--- src/rtl/instr_arb_pkg.sv ---
// Shared types and defaults for the instruction-memory arbiter.
package instr_arb_pkg;

  typedef logic mid_t;

  localparam mid_t MID_CORE0 = 1'b0;
  localparam mid_t MID_CORE1 = 1'b1;

  localparam int OUTSTANDING_DEF = 2;

endpackage

--- src/rtl/arb_id_fifo.sv ---
// In-order FIFO of master IDs for memory requests that are accepted but not yet answered.
module arb_id_fifo
  import instr_arb_pkg::*;
#(
  parameter int DEPTH = OUTSTANDING_DEF
) (
  input  logic                       clk,
  input  logic                       res,
  input  logic                       push,
  input  logic                       pop,
  input  logic                       din,
  output logic                       dout,
  output logic                       full,
  output logic                       empty,
  output logic [$clog2(DEPTH):0]     count
);

  localparam int CNT_W = $clog2(DEPTH) + 1;
  localparam int PTR_W = (DEPTH > 1) ? $clog2(DEPTH) : 1;

  mid_t             mem [DEPTH];
  logic [PTR_W-1:0] wptr;
  logic [PTR_W-1:0] rptr;
  logic             push_ok;
  logic             pop_ok;

  function automatic logic [PTR_W-1:0] ptr_next(input logic [PTR_W-1:0] p);
    return (p == PTR_W'(DEPTH - 1)) ? '0 : p + PTR_W'(1);
  endfunction

  assign full    = (count == CNT_W'(DEPTH));
  assign empty   = (count == '0);
  assign push_ok = push && !full;
  assign pop_ok  = pop && !empty;
  assign dout    = mem[rptr];

  always_ff @(posedge clk or posedge res) begin
    if (res) begin
      wptr  <= '0;
      rptr  <= '0;
      count <= '0;
      for (int i = 0; i < DEPTH; i++) mem[i] <= MID_CORE0;
    end else begin
      if (push_ok) begin
        mem[wptr] <= din;
        wptr      <= ptr_next(wptr);
      end
      if (pop_ok) rptr <= ptr_next(rptr);
      if (push_ok && !pop_ok)      count <= count + CNT_W'(1);
      else if (pop_ok && !push_ok) count <= count - CNT_W'(1);
    end
  end

endmodule

--- src/rtl/instr_mem_arbiter.sv ---
// Two-core instruction-cache arbiter onto one main-memory port, with in-order
// response routing via an ID FIFO and a sticky protocol-error flag.
module instr_mem_arbiter
  import instr_arb_pkg::*;
#(
  parameter int OUTSTANDING = OUTSTANDING_DEF
) (
  input  logic        clk,
  input  logic        res,
  input  logic        c0_req,
  input  logic [31:0] c0_adr,
  output logic        c0_gnt,
  output logic        c0_rvalid,
  output logic [31:0] c0_read,
  input  logic        c1_req,
  input  logic [31:0] c1_adr,
  output logic        c1_gnt,
  output logic        c1_rvalid,
  output logic [31:0] c1_read,
  output logic        instr_req,
  output logic [31:0] instr_adr,
  input  logic        instr_gnt,
  input  logic        instr_rvalid,
  input  logic [31:0] instr_read,
  output logic        arb_err
);

  localparam int CNT_W = $clog2(OUTSTANDING) + 1;

  logic             lock;
  mid_t             locked_id;
  mid_t             last_grant;
  mid_t             sel;
  mid_t             head_id;
  logic             fifo_full;
  logic             fifo_empty;
  logic [CNT_W-1:0] fifo_count;
  logic             has_room;
  logic             accept;
  logic             resp_ok;

  // A pending un-granted request pins the selection so the address never switches masters.
  always_comb begin
    sel = MID_CORE0;
    if (lock)                  sel = locked_id;
    else if (c0_req && c1_req) sel = ~last_grant;
    else if (c1_req)           sel = MID_CORE1;
  end

  assign has_room  = !fifo_full && (fifo_count < CNT_W'(OUTSTANDING));
  assign instr_req = !res && (c0_req || c1_req) && has_room;
  assign instr_adr = !instr_req ? 32'h0 : ((sel == MID_CORE1) ? c1_adr : c0_adr);
  assign accept    = instr_req && instr_gnt;
  assign c0_gnt    = accept && (sel == MID_CORE0);
  assign c1_gnt    = accept && (sel == MID_CORE1);

  assign resp_ok   = !res && instr_rvalid && !fifo_empty;
  assign c0_rvalid = resp_ok && (head_id == MID_CORE0);
  assign c1_rvalid = resp_ok && (head_id == MID_CORE1);
  assign c0_read   = c0_rvalid ? instr_read : 32'h0;
  assign c1_read   = c1_rvalid ? instr_read : 32'h0;

  arb_id_fifo #(
    .DEPTH (OUTSTANDING)
  ) u_id_fifo (
    .clk   (clk),
    .res   (res),
    .push  (accept),
    .pop   (resp_ok),
    .din   (sel),
    .dout  (head_id),
    .full  (fifo_full),
    .empty (fifo_empty),
    .count (fifo_count)
  );

  always_ff @(posedge clk or posedge res) begin
    if (res) begin
      lock       <= 1'b0;
      locked_id  <= MID_CORE0;
      last_grant <= MID_CORE1;
      arb_err    <= 1'b0;
    end else begin
      if (accept) begin
        lock       <= 1'b0;
        last_grant <= sel;
      end else if (instr_req) begin
        lock      <= 1'b1;
        locked_id <= sel;
      end
      if (instr_rvalid && fifo_empty) arb_err <= 1'b1;
    end
  end

endmodule

--- config.mk ---
export PLATFORM = sky130hd
export DESIGN_NAME = instr_mem_arbiter
export DESIGN_NICKNAME = d
export VERILOG_FILES = /design/src/rtl/instr_arb_pkg.sv /design/src/rtl/arb_id_fifo.sv /design/src/rtl/instr_mem_arbiter.sv
export SDC_FILE = /design/constraint.sdc
export NUM_CORES = 1
export LEC_CHECK = 0
export ABC_CLOCK_PERIOD_IN_PS = 3900
export CAP_MARGIN = 30
export CORE_MARGIN = 2
export CORE_UTILIZATION = 33
export DETAILED_ROUTE_END_ITERATION = 12
export MAX_ROUTING_LAYER = met4
export PLACE_DENSITY = 0.89
export SLEW_MARGIN = 20
export SYNTH_ARGS = -nofsm -noshare
export SYNTH_HDL_FRONTEND = slang
export SYNTH_SLANG_ARGS = --single-unit
--- constraint.sdc ---
create_clock -name clk -period 3.9 [get_ports clk]
set_clock_uncertainty 0.2 [all_clocks]
set_input_delay 0.78 -clock clk [delete_from_list [all_inputs] [get_ports clk]]
set_output_delay 0.78 -clock clk [all_outputs]
set_load 0.01 [all_outputs]
# Word-level counts from Yosys, hierarchy flattened

Cells that the tools add are included.

Equality and inequality tests: 1
Order comparisons: 4
$add $sub $neg: 4
Bitwise gates (word level): 6
Mux-type cells: 19
Reduce and logical (&&, ||, !) cells: 27

Operators by type and width:

| cell                | number |
|---|---|
| $mux 32             | 4 |
| $logic_and 1x1->1   | 17 |
| $mux 1              | 11 |
| $logic_not 1->1     | 5 |
| $ge 2x2->1 const B  | 2 |
| $mux 2              | 2 |
| $not 1->1           | 4 |
| $not 1->2           | 2 |
| $reduce_bool 2->1   | 2 |
| $add 1x1->1 const B | 2 |
| $add 2x1->2 const B | 1 |
| $bwmux 2            | 1 |
| $eq 2x2->1 const B  | 1 |
| $logic_not 2->1     | 1 |
| $lt 2x1->1 const B  | 1 |
| $lt 2x2->1 const B  | 1 |
| $reduce_and 2->1    | 1 |
| $sub 2x1->2 const B | 1 |
| $demux 1 s1         | 1 |
| $logic_or 1x1->1    | 1 |

Bits in registers: 10
Input bits: 102

# Longest topological paths before layout

Word-level depth: 10
Mapped depth: 8

# Modules after synthesis

Synthesis repeated with hierarchy kept, for this count alone.

Cell total of the unflattened synthesis: 237
Area total of the unflattened synthesis: 1,729.2 um^2

Modules (own cells, without submodules):

| module            | times used | area each (um^2) | sequential area each (um^2) | cells each |
|---|---|---|---|---|
| instr_mem_arbiter | 1          | 1,441.4          | 101.3                       | 213 |
| arb_id_fifo       | 1          | 287.8            | 150.1                       | 24 |

# Least setup slack after synthesis

OpenSTA, ideal clock, no wires.

Path kind: in2out
Start point: in c1_req
End point: out instr_adr[15]
Slack: 1.229 ns
Buffers on the path: 2
Data arrival time: 1.691 ns
Cell stages on the path: 5
Cells stage by stage: a21boi_1 mux2i_1 buf_4 buf_6 mux2i_1

Longest elaborated chain between the ends: 5
Elaborated cells between the ends (all ways): 9
Classes of those cells: mux (5); reduce/logical (4)

Ends and longest elaborated chain:

| element                                     | RTL line                                         | source |
|---|---|---|
| start: declaration                          | instr_mem_arbiter.sv:15                          | `input logic c1_req,` |
| $mux 1 or $logic_and 1x1->1 (tied branches) | instr_mem_arbiter.sv:47, instr_mem_arbiter.sv:46 |  |
| $mux 1                                      | instr_mem_arbiter.sv:46                          | `else if (c0_req && c1_req) sel = ~last_grant;` |
| $mux 1                                      | instr_mem_arbiter.sv:45                          | `if (lock) sel = locked_id;` |
| $mux 32                                     | instr_mem_arbiter.sv:52                          | `assign instr_adr = !instr_req ? 32'h0 : ((sel == MID_CORE1) ? c1_adr : c0_adr);` |
| $mux 32 *                                   | instr_mem_arbiter.sv:52                          |  |
| end: declaration                            | instr_mem_arbiter.sv:21                          | `output logic [31:0] instr_adr,` |

Every way passes the cells marked *; elsewhere a longest branch is shown, timed or not.

# Worst setup path in the final report

Start point: in res
End point: out instr_adr[19]

Longest elaborated chain between the ends: 4

Ends and longest elaborated chain:

| element                          | RTL line                | source |
|---|---|---|
| start: declaration               | instr_mem_arbiter.sv:9  | `input logic res,` |
| $logic_not 1->1 (no source line) | n/a                     |  |
| $logic_and 1x1->1 (2 in series)  | instr_mem_arbiter.sv:51 | `assign instr_req = !res && (c0_req \|\| c1_req) && has_room;` |
| $mux 32                          | instr_mem_arbiter.sv:52 |  |

Every way passes these cells.

==> flow_summary.yaml <==
routing:
  drc: 0
  antenna_left: 0
  drt_iter0_markers: 117
  dr_total_vias: 2857
  via_per_inst: 5.68
  drt-pass1-iter-count: 4
  drt-total-wl_mm: 8.73
  wl_per_cell_um: 17.4
critical_path:
  worstPathRequired_ns: 2.92
  crit_fanout: 41
  criticalPathCategory: "in -> out"
  reg2reg_setup_slack_ns: 1.61
  critPathArrivalTime_ns: 2.74
  rr_endpoint: "u_id_fifo.count[1]"
  setup.worst_path.start_class: "primary input"
  slowest_delay_ns: 0.59
  critPathTopFamily: "buffers and inverters"
  cp_slowest_cell: "clkdlybuf4s50_1"
  worst_setup_path_end_kind: "primary output"
  crit_chain: "clkdlybuf4s50_1, inv_2, buf_12, o2111ai_1, mux2i_1, clkdlybuf4s50_1"
  reg2regPathDepth: 7
  rr_startpoint: "u_id_fifo.count[1]"
  cpMostUsedCell: "clkdlybuf4s50_1"
  crit_buf_inv: 4
yosys:
  synth_top_area_share_pct: 27.1
  synth_top_cell_by_area: "o2111ai_1"
  yosys_warnings: 0
  syn-instance-count: 254
  ys_types: 29
  netlist_area_um2: 2070
  syn_avg_cell_area_um2: 8.13
  yosys-top-cells-area: "o2111ai_1, and3_1, mux2i_1"
  syn_nets: 357
  synth-seq-cells: 10
  synth_seq_area_share_pct: 12.2
hold_path:
  whs_path_depth: 1
  min_to: "arb_err"
  hold_class: "reg -> reg"
  min_from: "arb_err"
power_and_ir_drop:
  p_sw_share_pct: 45.0
  clock_power_share_pct: 8.5
  power.share.combinational_pct: 78.7
  ir_drop_mv: 0.283
  seq_power_share_pct: 12.8
  power_leakage_nw: 1.74
  cellPowerDensity_nw_per_um2: 378
  p_int_mw: 0.857
  p_sw_mw: 0.702
grt:
  grt_overflow: 0
  grt_use_total_pct: 23.9
  grt_pass1_vias: 2650
  grt_antenna_before_repair: 2
  grt_max_degree: 65
  grt_pass1_wl_mm: 13.3
placed_design:
  hpwl_mm: 6.79
  place_ws_ns: 0.154
  place.gp.congestion: 0.931
  portBuffers: 203
timing:
  relSlewSlack_pct: 42.5
  fmax_ghz: 0.269
  tightest_slew_ns: 0.863
  setup_viol: 0
  period_share_pct: 95.4
  rsz0062_at_grt: "false"
  finalHoldViolCount: 0
  setup_ws_ns: 0.179
  fin_tns_setup_ns: 0
  slew_violations: 0
  fin_crit_ns: 3.72
run:
  maxCapViolations: 0
cts:
  cts_setup_buffers: 0
  cts_buffers: 3
  cts-resized-gates: 0
  clk_pin_slew_ns: 0.05
  cts-root-buf: "clkbuf_8"
  cts_max_level: 1
  clk_latency_ns: 0.24
  cts_tree: "done"
  ctsHoldBuffers: 0
  cts_sinks: 10
  cts_buffer_depth: 2
finish:
  drive_gt1_share_pct: 6.10
  areaGrowthSynthToFinish_pct: 99.7
  final_common_cell: "clkdlybuf4s50_1"
  final_nets: 530
  layout_common_cells: "clkdlybuf4s50_1, and3_1, o2111ai_1"
floorplan:
  ios: 204
  dieArea_um2: 6910
  core_um2: 5990
  die_w_um: 83.1
  rows: 28
  initial_core_util_pct: 34.5
  die_h_um: 83.1
status:
  status: "completed"
-- stage by stage --
stage	hold slack, ns	area, um^2	std cells	power (mW)	util, %
finish	0.277	4130	503	1.56	68.9
global route	0.298	4130	503	1.66	68.9
CTS	0.280	4120	501	1.56	68.8
detailed placement	0.269	4070	497	1.42	67.9
global placement	0.256	4070	497	1.40	67.9
floorplan	0.249	2070	254	0.928	-
-- worst max path at each step --
stage,depth (start not counted),slack (ns),start,to
2_1_floorplan,5,1.23,c1_req,instr_adr[15]
3_3_place_gp,6,0.21,res,instr_adr[31]
3_5_place_dp,6,0.15,res,instr_adr[31]
4_1_cts,6,0.15,res,instr_adr[31]
5_1_grt,6,0.05,res,instr_adr[13]
6_report,6,0.18,res,instr_adr[19]
-- worst reg2reg max path, cell delays in order, from the launching register on --
cell and delay [ns]:
dfrtp_1 0.43, inv_2 0.46, o2111ai_2 0.42, inv_1 0.14, ha_1 0.16, xor2_1 0.15, nor2_1 0.07, xnor2_1 0.12
-- synth_stat cells, drive strengths merged --
| master | count |
|---|---|
| o2111ai | 65 |
| and3 | 64 |
| buf | 35 |
| mux2i | 34 |
| clkbuf | 10 |
| dfrtp | 9 |
| inv | 7 |
| nor2 | 6 |
| xnor2 | 4 |
| o31ai | 3 |
| o41ai | 3 |
| nand2 | 2 |
| o21a | 2 |
| a21boi | 1 |
| a21o | 1 |
| dfstp | 1 |
| ha | 1 |
| nand2b | 1 |
| nor2b | 1 |
| nor3b | 1 |
| o21ai | 1 |
| or3 | 1 |
| xor2 | 1 |
-- power groups by stage --
| stage | clock network, mW | logic, mW | registers [mW] |
|---|---|---|---|
| after floorplan | 0 | 0.742 | 0.187 |
| after global placement | 0 | 1.20 | 0.200 |
| after detailed placement | 0 | 1.22 | 0.202 |
| after CTS | 0.135 | 1.23 | 0.201 |
| after global routing | 0.142 | 1.31 | 0.208 |
| final | 0.133 | 1.23 | 0.200 |
-- sequential cells by signal, summed over array words and instances, names as in the netlist --
name,cells
arb_err,1
last_grant,1
lock,1
locked_id,1
u_id_fifo.count,2
u_id_fifo.mem,2
u_id_fifo.rptr,1
u_id_fifo.wptr,1
-- layout make-up --
cell class | instances | area, um^2
diodes | 2 | 5.00
clock buffers | 4 | 55.1
fillers | 482 | 1870
inverters | 7 | 26.3
multi-input cells | 192 | 1550
flip-flops and latches | 10 | 251
well taps | 75 | 93.8
repair buffers | 213 | 2150
-- kinds of logic after synthesis --
family / share of synthesized area, %
buffers and inverters: 13.9
adders and majority gates: 0.606
and+or+nand+nor: 22.4
muxes: 16.5
AOI/OAI and AO/OA: 32.4
xor gates and xnor gates: 2.12
DFF: 12.2
-- per-layer routing --
metal	vias up	GRT usage [%]	wire length (um)
met5	-	-	0
met4	0	9.84	234
met3	16	2.88	510
met2	153	45.7	4660
met1	1300	24.4	3330
li1	1388	-	-
Note: power is estimated with default switching activity, not from simulation.
